$ cat src/rtl/seq_divider_if.sv
// Start/busy/done handshake and operand/result bundle for seq_divider.
// The controller uses the master modport and the divider uses the slave modport.
interface seq_divider_if #(
    parameter int W = 32
);
    logic         start;
    logic [W-1:0] a;
    logic [W-1:0] b;
    logic         busy;
    logic         done;
    logic [W-1:0] q;
    logic [W-1:0] r;
    logic         dz;

    modport master (output start, a, b, input busy, done, q, r, dz);
    modport slave  (input start, a, b, output busy, done, q, r, dz);
endinterface

$ cat src/rtl/seq_divider.sv
// Radix-2 restoring unsigned divider that produces one quotient bit per clock.
// A zero divisor skips the iteration loop and is reported through dz.
module seq_divider #(
    parameter int W = 32
) (
    input  logic          clk,
    input  logic          rst,
    seq_divider_if.slave  bus
);
    localparam int CW = $clog2(W + 1);

    typedef enum logic [1:0] {IDLE, CALC, DONE} state_t;

    state_t        state;
    logic [W-1:0]  qreg;
    logic [W-1:0]  divisor;
    logic [W:0]    rem;
    logic [CW-1:0] cnt;

    logic          busy_r;
    logic          done_r;
    logic [W-1:0]  q_r;
    logic [W-1:0]  r_r;
    logic          dz_r;

    logic [W:0]    rem_sh;
    logic [W:0]    trial;
    logic [W:0]    rem_next;
    logic [W-1:0]  qreg_next;

    // The partial remainder stays below the divisor, so bit W is free to act as the trial borrow.
    always_comb begin
        rem_sh    = {rem[W-1:0], qreg[W-1]};
        trial     = rem_sh - {1'b0, divisor};
        rem_next  = trial[W] ? rem_sh : trial;
        qreg_next = {qreg[W-2:0], ~trial[W]};
    end

    // NOTE: every state and output register uses non-blocking assignments, so each read in
    // this block sees the value from the previous edge, whatever the statement order.
    always_ff @(posedge clk or posedge rst) begin
        if (rst) begin
            state   <= IDLE;
            qreg    <= '0;
            divisor <= '0;
            rem     <= '0;
            cnt     <= '0;
            busy_r  <= 1'b0;
            done_r  <= 1'b0;
            q_r     <= '0;
            r_r     <= '0;
            dz_r    <= 1'b0;
        end else begin
            done_r <= 1'b0;
            unique case (state)
                // DONE accepts a new request exactly like IDLE, which allows back-to-back operation.
                IDLE, DONE: begin
                    state <= IDLE;
                    if (bus.start) begin
                        if (bus.b == '0) begin
                            state  <= DONE;
                            done_r <= 1'b1;
                            q_r    <= '1;
                            r_r    <= bus.a;
                            dz_r   <= 1'b1;
                        end else begin
                            state   <= CALC;
                            busy_r  <= 1'b1;
                            qreg    <= bus.a;
                            divisor <= bus.b;
                            rem     <= '0;
                            cnt     <= CW'(W);
                        end
                    end
                end
                CALC: begin
                    rem  <= rem_next;
                    qreg <= qreg_next;
                    cnt  <= cnt - CW'(1);
                    if (cnt == CW'(1)) begin
                        state  <= DONE;
                        busy_r <= 1'b0;
                        done_r <= 1'b1;
                        q_r    <= qreg_next;
                        r_r    <= rem_next[W-1:0];
                        dz_r   <= 1'b0;
                    end
                end
                default: begin
                    state  <= IDLE;
                    busy_r <= 1'b0;
                end
            endcase
        end
    end

    assign bus.busy = busy_r;
    assign bus.done = done_r;
    assign bus.q    = q_r;
    assign bus.r    = r_r;
    assign bus.dz   = dz_r;
endmodule

$ cat src/flat_wrapper.sv
// flat-port wrapper written by rule: the top's interface ports become plain ports
module seq_divider_flat 
#(
    parameter int W = 32
)
  (clk, rst, bus_start, bus_a, bus_b, bus_busy, bus_done, bus_q, bus_r, bus_dz);
  seq_divider_if #(.W(W)) bus_i ();
  input  logic clk;
  input  logic rst;
  input wire logic [$bits(bus_i.start)-1:0] bus_start;
  input wire logic [$bits(bus_i.a)-1:0] bus_a;
  input wire logic [$bits(bus_i.b)-1:0] bus_b;
  output wire logic [$bits(bus_i.busy)-1:0] bus_busy;
  output wire logic [$bits(bus_i.done)-1:0] bus_done;
  output wire logic [$bits(bus_i.q)-1:0] bus_q;
  output wire logic [$bits(bus_i.r)-1:0] bus_r;
  output wire logic [$bits(bus_i.dz)-1:0] bus_dz;
  assign bus_i.start = bus_start;
  assign bus_i.a = bus_a;
  assign bus_i.b = bus_b;
  assign bus_busy = bus_i.busy;
  assign bus_done = bus_i.done;
  assign bus_q = bus_i.q;
  assign bus_r = bus_i.r;
  assign bus_dz = bus_i.dz;
  seq_divider #(.W(W)) u_core (.clk(clk), .rst(rst), .bus(bus_i));
endmodule
$ cat config.mk
export PLATFORM = sky130hd
export DESIGN_NAME = seq_divider_flat
export DESIGN_NICKNAME = d
export VERILOG_FILES = /design/src/rtl/seq_divider_if.sv /design/src/rtl/seq_divider.sv /design/src/flat_wrapper.sv
export SDC_FILE = /design/constraint.sdc
export NUM_CORES = 1
export LEC_CHECK = 0
export CAP_MARGIN = 20
export CORE_ASPECT_RATIO = 2
export CORE_MARGIN = 2
export CORE_UTILIZATION = 50
export CTS_CLUSTER_DIAMETER = 40
export DETAILED_ROUTE_END_ITERATION = 10
export PLACE_DENSITY = 0.77
export REMOVE_ABC_BUFFERS = 1
export SLEW_MARGIN = 25
export SYNTH_ARGS = -nofsm -noshare
export SYNTH_HDL_FRONTEND = slang
export SYNTH_SLANG_ARGS = --single-unit
$ cat constraint.sdc
create_clock -name clk -period 4.95 [get_ports clk]
set_input_delay 0.7425 -clock clk [delete_from_list [all_inputs] [get_ports clk]]
set_output_delay 0.7425 -clock clk [all_outputs]
set_load 0.01 [all_outputs]
==> results of run 1 <==
[sequential cells by signal, indices dropped and copies added, names as in the netlist]
register and cells:
u_core.cnt 6, u_core.bus.dz 1, u_core.bus.busy 1, u_core.bus.done 1, u_core.bus.r 32, u_core.divisor 32, u_core.rem 32, u_core.qreg 32
u_core.state 2, u_core.bus.q 32
[layer usage]
layer  track usage (%)  share of wire, %  wire length, um  up-vias
li1                  -                 -                -     3784
met1              30.5                36             9500     3959
met2              49.6                53            14000      290
met3              4.69               4.6             1230       91
met4              18.9               6.4             1690        0
met5                 0                 0                0        -
[per-stage QoR]
step                setup TNS, ns  std cells  cell area, sq um  setup slack (ns)  util (%)
floorplan                 -166.58        967              8760             -1.71         -
global placement                0       1324             10500             0.456      59.3
detailed placement              0       1324             10500             0.445      59.3
CTS                             0       1355             11100             0.747      62.6
global route                    0       1355             11100             0.590      62.6
finish                          0       1355             11100             0.592      62.6
[layout make-up]
cell class / instances / area (sq um) / share of cell area [%]
Clock buffer: 18 / 429 / 3.87
Timing Repair Buffer: 144 / 1440 / 13.0
Sequential cell: 171 / 4280 / 38.6
Tap cell: 213 / 267 / 2.41
Multi-Input combinational cell: 747 / 4330 / 39.1
Inverter: 49 / 191 / 1.73
Clock inverter: 13 / 144 / 1.30
[logic make-up after synthesis]
group | Yosys count | synth area share (%)
xor+xnor | 30 | 2.91
fa+ha+maj | 35 | 4.94
simple gates | 365 | 18.0
compound gates | 288 | 18.6
mux | 29 | 3.26
flops | 171 | 47.4
buf+inv | 113 | 4.91
[power by group through the flow]
stage / sequential, W / combinational [W] / clock [W]
CTS: 0.00140 / 0.0000998 / 0.00134
finish: 0.00140 / 0.0000989 / 0.00133
detailed placement: 0.00142 / 0.0000990 / 0
global route: 0.00140 / 0.000108 / 0.00140
global placement: 0.00142 / 0.0000996 / 0
floorplan: 0.00142 / 0.0000222 / 0
[synth_stat cells (2+ instances only)]
cell / instances
or3_1: 2
ha_1: 34
or3_4: 2
a211oi_1: 3
and3_1: 26
a21oi_1: 99
a41oi_1: 3
a31oi_1: 39
buf_2: 3
o211ai_1: 3
clkbuf_1: 59
o21ai_0: 76
and2_1: 3
nand3_1: 45
xor2_1: 8
o21a_1: 3
a2111oi_0: 2
xnor2_1: 22
inv_1: 49
nand2b_1: 4
nor3_2: 2
nand4_1: 6
dfrtp_1: 171
o211a_1: 2
a21o_1: 10
o22ai_1: 5
nor4_1: 9
mux2i_1: 26
nor3_1: 14
mux2_2: 3
nor2b_1: 4
nand2_1: 146
nor2_1: 98
a211o_1: 2
o31ai_1: 2
o21ai_1: 21
o21bai_1: 5
buf_6: 2
nand3b_1: 2
o311ai_0: 3
[critical path, cell delays in order]
cell,delay (ns)
clkdlybuf4s50_1,0.48
nor4_1,0.97
nand4_1,0.52
nor3_1,0.61
inv_1,0.20
and3_2,0.53
buf_12,0.32
nand2_1,0.12
a31oi_1,0.10
[worst paths after layout]
check / cells past startpoint / slack (ns) / to / start
min: 2 / 0.49 / u_core.bus.r[24]$_DFFE_PP0P_ / u_core.bus.r[24]$_DFFE_PP0P_
min in group asynchronous: 2 / 0.84 / u_core.bus.done$_DFF_PP0_ / rst
min reg2reg: 2 / 0.49 / u_core.bus.r[24]$_DFFE_PP0P_ / u_core.bus.r[24]$_DFFE_PP0P_
max reg2reg: 13 / 1.24 / u_core.rem[1]$_DFFE_PP0P_ / u_core.qreg[31]$_DFFE_PP0P_
max in group asynchronous: 3 / 3.27 / u_core.divisor[25]$_DFFE_PP0P_ / rst
max: 9 / 0.59 / u_core.qreg[0]$_DFFE_PP0P_ / bus_b[20]
==> impl_metrics.prom, run 1 <==
# TYPE chip_impl_metric gauge
chip_impl_metric{name="place.gp.congestion",unit=""} 0.918
chip_impl_metric{name="worst-endpoint-required",unit="ns"} 5.21
chip_impl_metric{name="place_hpwl",unit="mm"} 18.2
chip_impl_metric{name="post_route_cells_drive_above_1_share",unit="%"} 5.34
chip_impl_info{name="yosys.area.top_type",value="dfrtp_1"} 1
chip_impl_metric{name="cts_num_sinks",unit=""} 171
chip_impl_metric{name="layout-area-overhead-vs-synth",unit="%"} 22.8
chip_impl_metric{name="num-nets-final",unit=""} 1232
chip_impl_metric{name="yosysSeqAreaShare",unit="%"} 47.4
chip_impl_info{name="critPathCaptureType",value="flip-flop"} 1
chip_impl_metric{name="number_of_antenna_violations_at_the_first_check_in_global_routing",unit=""} 0
chip_impl_info{name="worstHoldPathType",value="reg -> reg"} 1
chip_impl_metric{name="timing.hold.ws",unit="ns"} 0.491
chip_impl_metric{name="io_buffer_count",unit=""} 133
chip_impl_metric{name="worst-path-max-fanout",unit=""} 57
chip_impl_metric{name="cts_post_setup_buffers_inserted",unit=""} 0
chip_impl_metric{name="overflow",unit=""} 0
chip_impl_metric{name="ioPinCount",unit=""} 134
chip_impl_metric{name="antenna_violating_nets_post_route",unit=""} 0
chip_impl_metric{name="async_flop_share",unit="%"} 100
chip_impl_metric{name="synth_warnings",unit=""} 0
chip_impl_info{name="tritoncts_clock_tree",value="done"} 1
chip_impl_metric{name="syn_inst",unit=""} 1031
chip_impl_metric{name="final-setup-viol-count",unit=""} 0
chip_impl_metric{name="relSlewSlack",unit="%"} 25.0
chip_impl_info{name="layout_common_cells",value="dfrtp_1, nand2_1, clkdlybuf4s50_1"} 1
chip_impl_info{name="synthFlopType",value="dfrtp_1"} 1
chip_impl_metric{name="yosys_register_bits",unit=""} 171
chip_impl_metric{name="power.switching",unit="W"} 0.000633
chip_impl_metric{name="drt_pass1_iterations",unit=""} 5
chip_impl_metric{name="postCtsResizedCells",unit=""} 0
chip_impl_info{name="yosys-top-cells-area",value="dfrtp_1, nand2_1, a21oi_1, ha_1, o21ai_0"} 1
chip_impl_metric{name="max-vdd-ir-drop",unit="mV"} 0.188
chip_impl_info{name="crit_path_start_kind",value="primary input"} 1
chip_impl_metric{name="post_drt_via_cell_ratio",unit=""} 6.00
chip_impl_metric{name="power_density",unit="nW/um^2"} 255
chip_impl_metric{name="critical_path_arrival",unit="ns"} 4.62
chip_impl_metric{name="slew_at_the_pin_closest_to_its_max_slew_limit",unit="ns"} 1.11
chip_impl_metric{name="global_route_wire_length_before_repair",unit="mm"} 42.8
chip_impl_metric{name="fin_crit",unit="ns"} 4.36
chip_impl_metric{name="fin_skew",unit="ns"} 0.00837
chip_impl_metric{name="pin_count_of_the_biggest_net_entering_global_routing",unit=""} 108
chip_impl_metric{name="first_global_vias",unit=""} 8427
chip_impl_metric{name="combinationalPowerShare",unit="%"} 3.5
chip_impl_metric{name="power.sequential.fraction",unit="%"} 49.5
chip_impl_metric{name="dieWidth",unit="um"} 99.0
chip_impl_metric{name="switching_share",unit="%"} 22.4
chip_impl_metric{name="clock_path_buffers",unit=""} 2
chip_impl_metric{name="clk_latency",unit="ns"} 0.44
chip_impl_metric{name="p_leak",unit="nW"} 4.90
chip_impl_metric{name="vias_after_detailed_routing",unit=""} 8124
chip_impl_metric{name="htreeDepth",unit=""} 4
chip_impl_metric{name="highest_attainable_clock_frequency",unit="MHz"} 229
chip_impl_metric{name="fp.dieArea",unit="sq um"} 19200
chip_impl_metric{name="period_share",unit="%"} 88.0
chip_impl_metric{name="track_usage",unit="%"} 28.3
chip_impl_metric{name="detail_route.wirelength",unit="mm"} 26.4
chip_impl_metric{name="num-fill-cells",unit=""} 1470
chip_impl_metric{name="power_report.internal_total",unit="W"} 0.00219
chip_impl_metric{name="cts_bufs_inserted",unit=""} 17
chip_impl_metric{name="finalPower",unit="W"} 0.00282
chip_impl_metric{name="coreArea",unit="sq um"} 17700
chip_impl_metric{name="synth_area_per_cell",unit="sq um"} 8.75
chip_impl_metric{name="timing.max_cap.violations",unit=""} 0
chip_impl_metric{name="final_max_slew_viol_count",unit=""} 0
chip_impl_info{name="cts.root.buffer_cell",value="clkbuf_16"} 1
chip_impl_metric{name="synth_cell_type_count",unit=""} 53
chip_impl_metric{name="die_height",unit="um"} 194
chip_impl_metric{name="netlist_area",unit="sq um"} 9020
chip_impl_metric{name="route.detailed.drc",unit=""} 0
chip_impl_info{name="crit_type",value="in -> reg"} 1
chip_impl_info{name="status",value="completed"} 1
chip_impl_metric{name="clk_pin_slew_worst_setup_hold_paths",unit="ns"} 0.06
chip_impl_info{name="mostFrequentLayoutCell",value="dfrtp_1"} 1
chip_impl_metric{name="dr.first_iter.drc_count",unit=""} 468
chip_impl_metric{name="n_antenna_cell",unit=""} 0
chip_impl_metric{name="holdBufCountCts",unit=""} 0
chip_impl_metric{name="placement_rows",unit=""} 69
chip_impl_metric{name="floorplan.initialDensity",unit="%"} 51.0
chip_impl_metric{name="wl_per_cell",unit="um"} 19.5
chip_impl_metric{name="report.final.hold_viol_count",unit=""} 0
chip_impl_metric{name="power.share.clock",unit="%"} 47.0
chip_impl_metric{name="synth_edf_count",unit=""} 0
chip_impl_metric{name="synth_top_area_share",unit="%"} 47.4
chip_impl_info{name="grt_setup_unrepaired",value="no"} 1
(Power assumes the default switching activity.)
==> inputs of run 2 (changes only) <==
--- a/config.mk
+++ b/config.mk
@@ -11,8 +11,9 @@
 export CORE_UTILIZATION = 50
 export CTS_CLUSTER_DIAMETER = 40
 export DETAILED_ROUTE_END_ITERATION = 10
-export PLACE_DENSITY = 0.77
+export PLACE_DENSITY = 0.78
 export REMOVE_ABC_BUFFERS = 1
+export SETUP_SLACK_MARGIN = 0.2
 export SLEW_MARGIN = 25
 export SYNTH_ARGS = -nofsm -noshare
 export SYNTH_HDL_FRONTEND = slang
==> run 2 against run 1 <==
Sequential cell count unchanged. Global-route usage decreased by 0.85 points. Via count decreased by 0.82%. Sequential power about the same. Combinational power decreased by 0.6%. Sequential share of layout area decreased by 0.29 points. Register-to-register slack got worse by 0.16 ns. Critical path type is now reg -> reg. Design area increased by 0.77%. Core utilization increased by 0.48 points. Setup slack improved by 0.49 ns. Clock skew increased by 0.0010 ns.
==> impl_metrics.prom, run 2 (same netlist as run 1, synthesis figures left out) <==
# TYPE chip_impl_metric gauge
chip_impl_metric{name="wl_per_cell",unit="um"} 19.1
chip_impl_metric{name="first_global_vias",unit=""} 8297
chip_impl_metric{name="met3WireLength",unit="mm"} 1.03
chip_impl_metric{name="final-setup-viol-count",unit=""} 0
chip_impl_metric{name="clk_pin_slew_worst_setup_hold_paths",unit="ns"} 0.06
chip_impl_metric{name="final_critical_path_setup_slack",unit="ns"} 1.08
chip_impl_info{name="critPathCaptureType",value="flip-flop"} 1
chip_impl_metric{name="whs_path_depth",unit=""} 2
chip_impl_metric{name="relSlewSlack",unit="%"} 37.1
chip_impl_metric{name="cts_post_setup_buffers_inserted",unit=""} 0
chip_impl_metric{name="number_of_antenna_violations_at_the_first_check_in_global_routing",unit=""} 0
chip_impl_metric{name="dpl_cell_area",unit="sq um"} 10500
chip_impl_metric{name="highest_attainable_clock_frequency",unit="MHz"} 259
chip_impl_metric{name="n_antenna_cell",unit=""} 0
chip_impl_metric{name="max_stage_delay",unit="ns"} 0.76
chip_impl_metric{name="place_hpwl",unit="mm"} 18.3
chip_impl_metric{name="fin_skew",unit="ns"} 0.00941
chip_impl_metric{name="met2RoutedLength",unit="mm"} 13.6
chip_impl_metric{name="global_route_wire_length_before_repair",unit="mm"} 41.5
chip_impl_metric{name="stdcell_count",unit=""} 1356
chip_impl_metric{name="clock_path_buffers",unit=""} 2
chip_impl_metric{name="antenna_violating_nets_post_route",unit=""} 0
chip_impl_metric{name="overflow",unit=""} 0
chip_impl_metric{name="setup-tns-final",unit="ns"} 0
chip_impl_info{name="grt_setup_unrepaired",value="no"} 1
chip_impl_metric{name="fin_crit",unit="ns"} 3.87
chip_impl_info{name="timing.hold.worst.start",value="u_core.bus.r[24]$_DFFE_PP0P_"} 1
chip_impl_metric{name="rr_worst_depth",unit=""} 13
chip_impl_info{name="highest_layer",value="met4"} 1
chip_impl_metric{name="fp.dieArea",unit="sq um"} 19200
chip_impl_info{name="layout_common_cells",value="dfrtp_1, nand2_1, clkdlybuf4s50_1"} 1
chip_impl_metric{name="postCtsResizedCells",unit=""} 0
chip_impl_metric{name="htreeDepth",unit=""} 4
chip_impl_info{name="cts.root.buffer_cell",value="clkbuf_16"} 1
chip_impl_metric{name="setup.reg_to_reg.worst_slack",unit="ns"} 1.08
chip_impl_metric{name="pin_count_of_the_biggest_net_entering_global_routing",unit=""} 109
chip_impl_metric{name="dp_slack",unit="ns"} 0.812
chip_impl_metric{name="ioPinCount",unit=""} 134
chip_impl_metric{name="holdBufCountCts",unit=""} 0
chip_impl_metric{name="power_density",unit="nW/um^2"} 268
chip_impl_metric{name="max-vdd-ir-drop",unit="mV"} 0.197
chip_impl_metric{name="worst-path-max-fanout",unit=""} 9
chip_impl_info{name="status",value="completed"} 1
chip_impl_metric{name="worst-endpoint-required",unit="ns"} 5.30
chip_impl_metric{name="track_usage",unit="%"} 27.4
chip_impl_metric{name="post_drt_via_cell_ratio",unit=""} 5.94
chip_impl_info{name="timing.rr.start",value="u_core.qreg[31]$_DFFE_PP0P_"} 1
chip_impl_metric{name="place.gp.congestion",unit=""} 0.915
chip_impl_metric{name="dr.first_iter.drc_count",unit=""} 546
chip_impl_info{name="crit_path_start_kind",value="flip-flop"} 1
chip_impl_metric{name="cts_bufs_inserted",unit=""} 17
chip_impl_metric{name="final_max_slew_viol_count",unit=""} 0
chip_impl_info{name="worstPathCellList",value="inv_1 > ha_1 > inv_1 > fa_1 > a21o_1 > a221oi_2 > or3_4 > a2111oi_4 > o21ba_2 > o21a_1 > nor3_2 > mux2_2 > o21ai_0"} 1
chip_impl_info{name="mostFrequentLayoutCell",value="dfrtp_1"} 1
chip_impl_metric{name="io_buffer_count",unit=""} 133
chip_impl_metric{name="cts_num_sinks",unit=""} 171
chip_impl_info{name="crit_type",value="reg -> reg"} 1
chip_impl_metric{name="coreArea",unit="sq um"} 17700
chip_impl_metric{name="slew_at_the_pin_closest_to_its_max_slew_limit",unit="ns"} 0.939
chip_impl_metric{name="period_share",unit="%"} 78.1
chip_impl_metric{name="detail_route.wirelength",unit="mm"} 25.9
chip_impl_metric{name="die_height",unit="um"} 194
chip_impl_metric{name="drt_pass1_iterations",unit=""} 5
chip_impl_metric{name="fin_area",unit="sq um"} 11200
chip_impl_info{name="r2r-end",value="u_core.rem[0]$_DFFE_PP0P_"} 1
chip_impl_metric{name="placed_cells",unit=""} 1325
chip_impl_metric{name="timing.max_cap.violations",unit=""} 0
chip_impl_metric{name="drt-met1-wl",unit="mm"} 9.40
chip_impl_metric{name="p_leak",unit="nW"} 4.95
chip_impl_info{name="crit_top_cell",value="inv_1"} 1
chip_impl_info{name="tritoncts_clock_tree",value="done"} 1
chip_impl_metric{name="vias_after_detailed_routing",unit=""} 8057
chip_impl_metric{name="route.detailed.drc",unit=""} 0
chip_impl_metric{name="num-nets-final",unit=""} 1233
chip_impl_info{name="cp_slowest_cell",value="nor3_2"} 1
chip_impl_info{name="worstHoldPathType",value="reg -> reg"} 1
chip_impl_metric{name="report.final.hold_viol_count",unit=""} 0
chip_impl_metric{name="placement_rows",unit=""} 69
chip_impl_metric{name="critical_path_arrival",unit="ns"} 4.22
chip_impl_metric{name="layout-area-overhead-vs-synth",unit="%"} 23.7
chip_impl_metric{name="post_route_cells_drive_above_1_share",unit="%"} 5.16
chip_impl_metric{name="dieWidth",unit="um"} 99.0
chip_impl_metric{name="floorplan.initialDensity",unit="%"} 51.0
chip_impl_info{name="whs_endpoint",value="u_core.bus.r[24]$_DFFE_PP0P_"} 1
chip_impl_metric{name="clk_latency",unit="ns"} 0.44
run 2: worst max-delay path by stage:
stage / from / to / cells after the start
global route: u_core.qreg[31]$_DFFE_PP0P_ / u_core.bus.r[0]$_DFFE_PP0P_ / 13
global placement: bus_b[31] / u_core.qreg[20]$_DFFE_PP0P_ / 10
detailed placement: bus_b[31] / u_core.qreg[18]$_DFFE_PP0P_ / 10
finish: u_core.qreg[31]$_DFFE_PP0P_ / u_core.rem[0]$_DFFE_PP0P_ / 13
CTS: u_core.qreg[31]$_DFFE_PP0P_ / u_core.rem[0]$_DFFE_PP0P_ / 13
floorplan: u_core.state[1]$_DFFE_PP0P_ / u_core.bus.r[0]$_DFFE_PP0P_ / 7
run 2: layer usage:
layer | vias to the layer above | track usage, %
met5 | - | 0
met4 | 0 | 19.4
met3 | 92 | 4.07
met2 | 266 | 48.3
met1 | 3908 | 29.3
li1 | 3791 | -
run 2: metrics by stage:
stage | util (%) | hold slack [ns] | power (W)
floorplan | - | 0.452 | 0.00145
global placement | 59.4 | 0.467 | 0.00152
detailed placement | 59.4 | 0.478 | 0.00152
CTS | 63.1 | 0.504 | 0.00300
global route | 63.1 | 0.523 | 0.00307
finish | 63.1 | 0.506 | 0.00299
run 2: where the power goes:
| part | switching, W | internal [W] |
|---|---|---|
| combinational | 0.0000485 | 0.0000498 |
| clock | 0.000569 | 0.000924 |
| sequential | 0.00000000000000337 | 0.00140 |
run 2: layout make-up:
| cell class | count | area (sq um) |
|---|---|---|
| repair buffers | 145 | 1460 |
| clock buffers | 22 | 464 |
| fillers | 1449 | 6540 |
| multi-input cells | 747 | 4320 |
| clock inverters | 9 | 184 |
| flip-flops and latches | 171 | 4280 |
| inverters | 49 | 191 |
| well taps | 213 | 267 |
run 2: worst max-delay path: cells and delay by family, from the launching register on:
kind | cells | cell delay, ns
compound gates | 6 | 1.27
simple gates | 2 | 0.99
fa+ha+maj | 2 | 0.57
mux | 1 | 0.44
flops | 1 | 0.38
buf+inv | 2 | 0.14
==> inputs of run 3 (changes only) <==
--- a/config.mk
+++ b/config.mk
@@ -8,10 +8,10 @@
 export CAP_MARGIN = 20
 export CORE_ASPECT_RATIO = 2
 export CORE_MARGIN = 2
-export CORE_UTILIZATION = 50
+export CORE_UTILIZATION = 55
 export CTS_CLUSTER_DIAMETER = 40
 export DETAILED_ROUTE_END_ITERATION = 10
-export PLACE_DENSITY = 0.78
+export PLACE_DENSITY = 0.82
 export REMOVE_ABC_BUFFERS = 1
 export SETUP_SLACK_MARGIN = 0.2
 export SLEW_MARGIN = 25
==> constraint.sdc (replaced) <==
create_clock -name clk -period 3.78 [get_ports clk]
set_input_delay 0.567 -clock clk [delete_from_list [all_inputs] [get_ports clk]]
set_output_delay 0.567 -clock clk [all_outputs]
set_load 0.01 [all_outputs]
==> run 3 against run 2 <==
Largest power group is now registers. Critical path type is now in -> reg. Cell count rose by 0.44%. Largest cell class unchanged. Sequential cell count unchanged. Power rose by 22%. Global-route usage is 3.1 points higher. Core utilization rose by 6.0 points. Routed wire length shrank 2.1%.
==> impl_metrics.prom, run 3 (same netlist as run 1, synthesis figures left out) <==
# TYPE chip_impl_metric gauge
chip_impl_metric{name="fin_crit",unit="ns"} 3.61
chip_impl_metric{name="final_max_slew_viol_count",unit=""} 0
chip_impl_metric{name="floorplan.initialDensity",unit="%"} 55.7
chip_impl_metric{name="report.final.hold_viol_count",unit=""} 0
chip_impl_metric{name="clock_path_buffers",unit=""} 2
chip_impl_metric{name="cts_bufs_inserted",unit=""} 17
chip_impl_metric{name="critical_path_arrival",unit="ns"} 3.90
chip_impl_info{name="mostFrequentLayoutCell",value="dfrtp_1"} 1
chip_impl_metric{name="placement_rows",unit=""} 66
chip_impl_metric{name="rr_worst_depth",unit=""} 13
chip_impl_metric{name="layout-area-overhead-vs-synth",unit="%"} 23.9
chip_impl_info{name="cts.root.buffer_cell",value="clkbuf_16"} 1
chip_impl_metric{name="detail_route.wirelength",unit="mm"} 25.3
chip_impl_metric{name="period_share",unit="%"} 95.4
chip_impl_metric{name="coreArea",unit="sq um"} 16200
chip_impl_metric{name="worst-path-max-fanout",unit=""} 15
chip_impl_metric{name="dr.first_iter.drc_count",unit=""} 515
chip_impl_metric{name="cts_post_setup_buffers_inserted",unit=""} 0
chip_impl_metric{name="power_density",unit="nW/um^2"} 326
chip_impl_metric{name="track_usage",unit="%"} 30.5
chip_impl_info{name="status",value="completed"} 1
chip_impl_metric{name="drt_pass1_iterations",unit=""} 7
chip_impl_metric{name="whs_path_depth",unit=""} 2
chip_impl_info{name="layout_common_cells",value="dfrtp_1, nand2_1, clkdlybuf4s50_1"} 1
chip_impl_metric{name="fp.dieArea",unit="sq um"} 17500
chip_impl_metric{name="place.gp.congestion",unit=""} 0.992
chip_impl_metric{name="htreeDepth",unit=""} 4
chip_impl_metric{name="p_leak",unit="nW"} 4.97
chip_impl_metric{name="relSlewSlack",unit="%"} 39.6
chip_impl_metric{name="multi_input_gate_area",unit="sq um"} 4320
chip_impl_metric{name="post_route_cells_drive_above_1_share",unit="%"} 6.48
chip_impl_metric{name="global_route_wire_length_before_repair",unit="mm"} 41.1
chip_impl_info{name="tritoncts_clock_tree",value="done"} 1
chip_impl_metric{name="postCtsResizedCells",unit=""} 0
chip_impl_metric{name="max-vdd-ir-drop",unit="mV"} 0.309
chip_impl_metric{name="dpl_cell_area",unit="sq um"} 10600
chip_impl_metric{name="highest_attainable_clock_frequency",unit="MHz"} 277
chip_impl_metric{name="place_hpwl",unit="mm"} 18.4
chip_impl_metric{name="final-setup-viol-count",unit=""} 0
chip_impl_metric{name="ioPinCount",unit=""} 134
chip_impl_metric{name="sequential_cell_area",unit="sq um"} 4280
chip_impl_metric{name="wl_per_cell",unit="um"} 18.6
chip_impl_metric{name="pin_count_of_the_biggest_net_entering_global_routing",unit=""} 88
chip_impl_metric{name="fin_skew",unit="ns"} 0.0105
chip_impl_metric{name="overflow",unit=""} 0
chip_impl_metric{name="route.detailed.drc",unit=""} 0
chip_impl_metric{name="cts_num_sinks",unit=""} 171
chip_impl_metric{name="vias_after_detailed_routing",unit=""} 8169
chip_impl_metric{name="num-nets-final",unit=""} 1247
chip_impl_metric{name="holdBufCountCts",unit=""} 0
chip_impl_metric{name="die_height",unit="um"} 185
chip_impl_metric{name="timing.max_cap.violations",unit=""} 0
chip_impl_info{name="worstHoldPathType",value="reg -> reg"} 1
chip_impl_metric{name="fin_area",unit="sq um"} 11200
chip_impl_metric{name="io_buffer_count",unit=""} 133
chip_impl_metric{name="clk_pin_slew_worst_setup_hold_paths",unit="ns"} 0.07
chip_impl_info{name="critPathCaptureType",value="flip-flop"} 1
chip_impl_metric{name="first_global_vias",unit=""} 8408
chip_impl_metric{name="slew_at_the_pin_closest_to_its_max_slew_limit",unit="ns"} 0.898
chip_impl_metric{name="worst-endpoint-required",unit="ns"} 4.07
chip_impl_metric{name="antenna_violating_nets_post_route",unit=""} 0
chip_impl_metric{name="post_drt_via_cell_ratio",unit=""} 6.00
chip_impl_metric{name="dieWidth",unit="um"} 94.6
chip_impl_info{name="crit_path_start_kind",value="primary input"} 1
chip_impl_metric{name="number_of_antenna_violations_at_the_first_check_in_global_routing",unit=""} 0
chip_impl_info{name="grt_setup_unrepaired",value="yes"} 1
chip_impl_info{name="crit_type",value="in -> reg"} 1
chip_impl_metric{name="num-fill-cells",unit=""} 1284
chip_impl_metric{name="n_antenna_cell",unit=""} 0
chip_impl_metric{name="setup-tns-final",unit="ns"} 0
chip_impl_metric{name="clk_latency",unit="ns"} 0.44
-- run 3: critical path, cell delays in order --
cell and delay [ns]:
clkdlybuf4s50_1 0.46, nor4_1 0.81, nand4_1 0.44, nor3_1 0.59, a31oi_2 0.20, buf_4 0.24
a21oi_1 0.42, o21ai_0 0.16
-- run 3: where the power goes --
group | total (W) | switching, W | internal [W]
combinational | 0.000128 | 0.0000612 | 0.0000664
clock | 0.00169 | 0.000760 | 0.000931
sequential | 0.00183 | 0.00000000000000313 | 0.00183
total | 0.00365 | 0.000821 | 0.00283
-- run 3: through the flow --
step	hold WS, ns	util (%)	total power [W]	cells	setup slack [ns]
2_1_floorplan	0.452	-	0.00189	967	-2.88
3_3_place_gp	0.465	65.6	0.00199	1330	-0.0239
3_5_place_dp	0.494	65.6	0.00199	1330	-0.0858
4_1_cts	0.513	69.1	0.00366	1362	0.350
5_1_grt	0.538	69.1	0.00375	1362	0.142
6_report	0.509	69.1	0.00365	1362	0.172
-- run 3: layout make-up --
cell class	instances	area share, %
multi-input combinational	747	38.6
inverter	49	1.69
clock inverter	12	1.02
timing repair buffer	159	14.1
sequential	171	38.3
tap	204	2.28
clock buffer	20	4.00
-- run 3: path summary, 6_finish.rpt --
check / from / end / slack (ns)
setup / recovery: bus_b[20] / u_core.bus.r[25]$_DFFE_PP0P_ / 0.17
hold / removal: u_core.bus.r[9]$_DFFE_PP0P_ / u_core.bus.r[9]$_DFFE_PP0P_ / 0.51
min in group asynchronous: rst / u_core.bus.q[5]$_DFFE_PP0P_ / 0.54
hold reg to reg: u_core.bus.r[9]$_DFFE_PP0P_ / u_core.bus.r[9]$_DFFE_PP0P_ / 0.51
setup reg to reg: u_core.qreg[31]$_DFFE_PP0P_ / u_core.bus.r[2]$_DFFE_PP0P_ / 0.34
max in group asynchronous: rst / u_core.bus.r[25]$_DFFE_PP0P_ / 2.38
-- run 3: layer usage --
metal | up-vias | GRT usage (%) | part of all wire (%)
li1 | 3813 | - | -
met3 | 97 | 4.43 | 4.4
met4 | 0 | 21.3 | 7.4
met2 | 316 | 53.9 | 53
met1 | 3943 | 32.7 | 35
met5 | - | 0 | 0
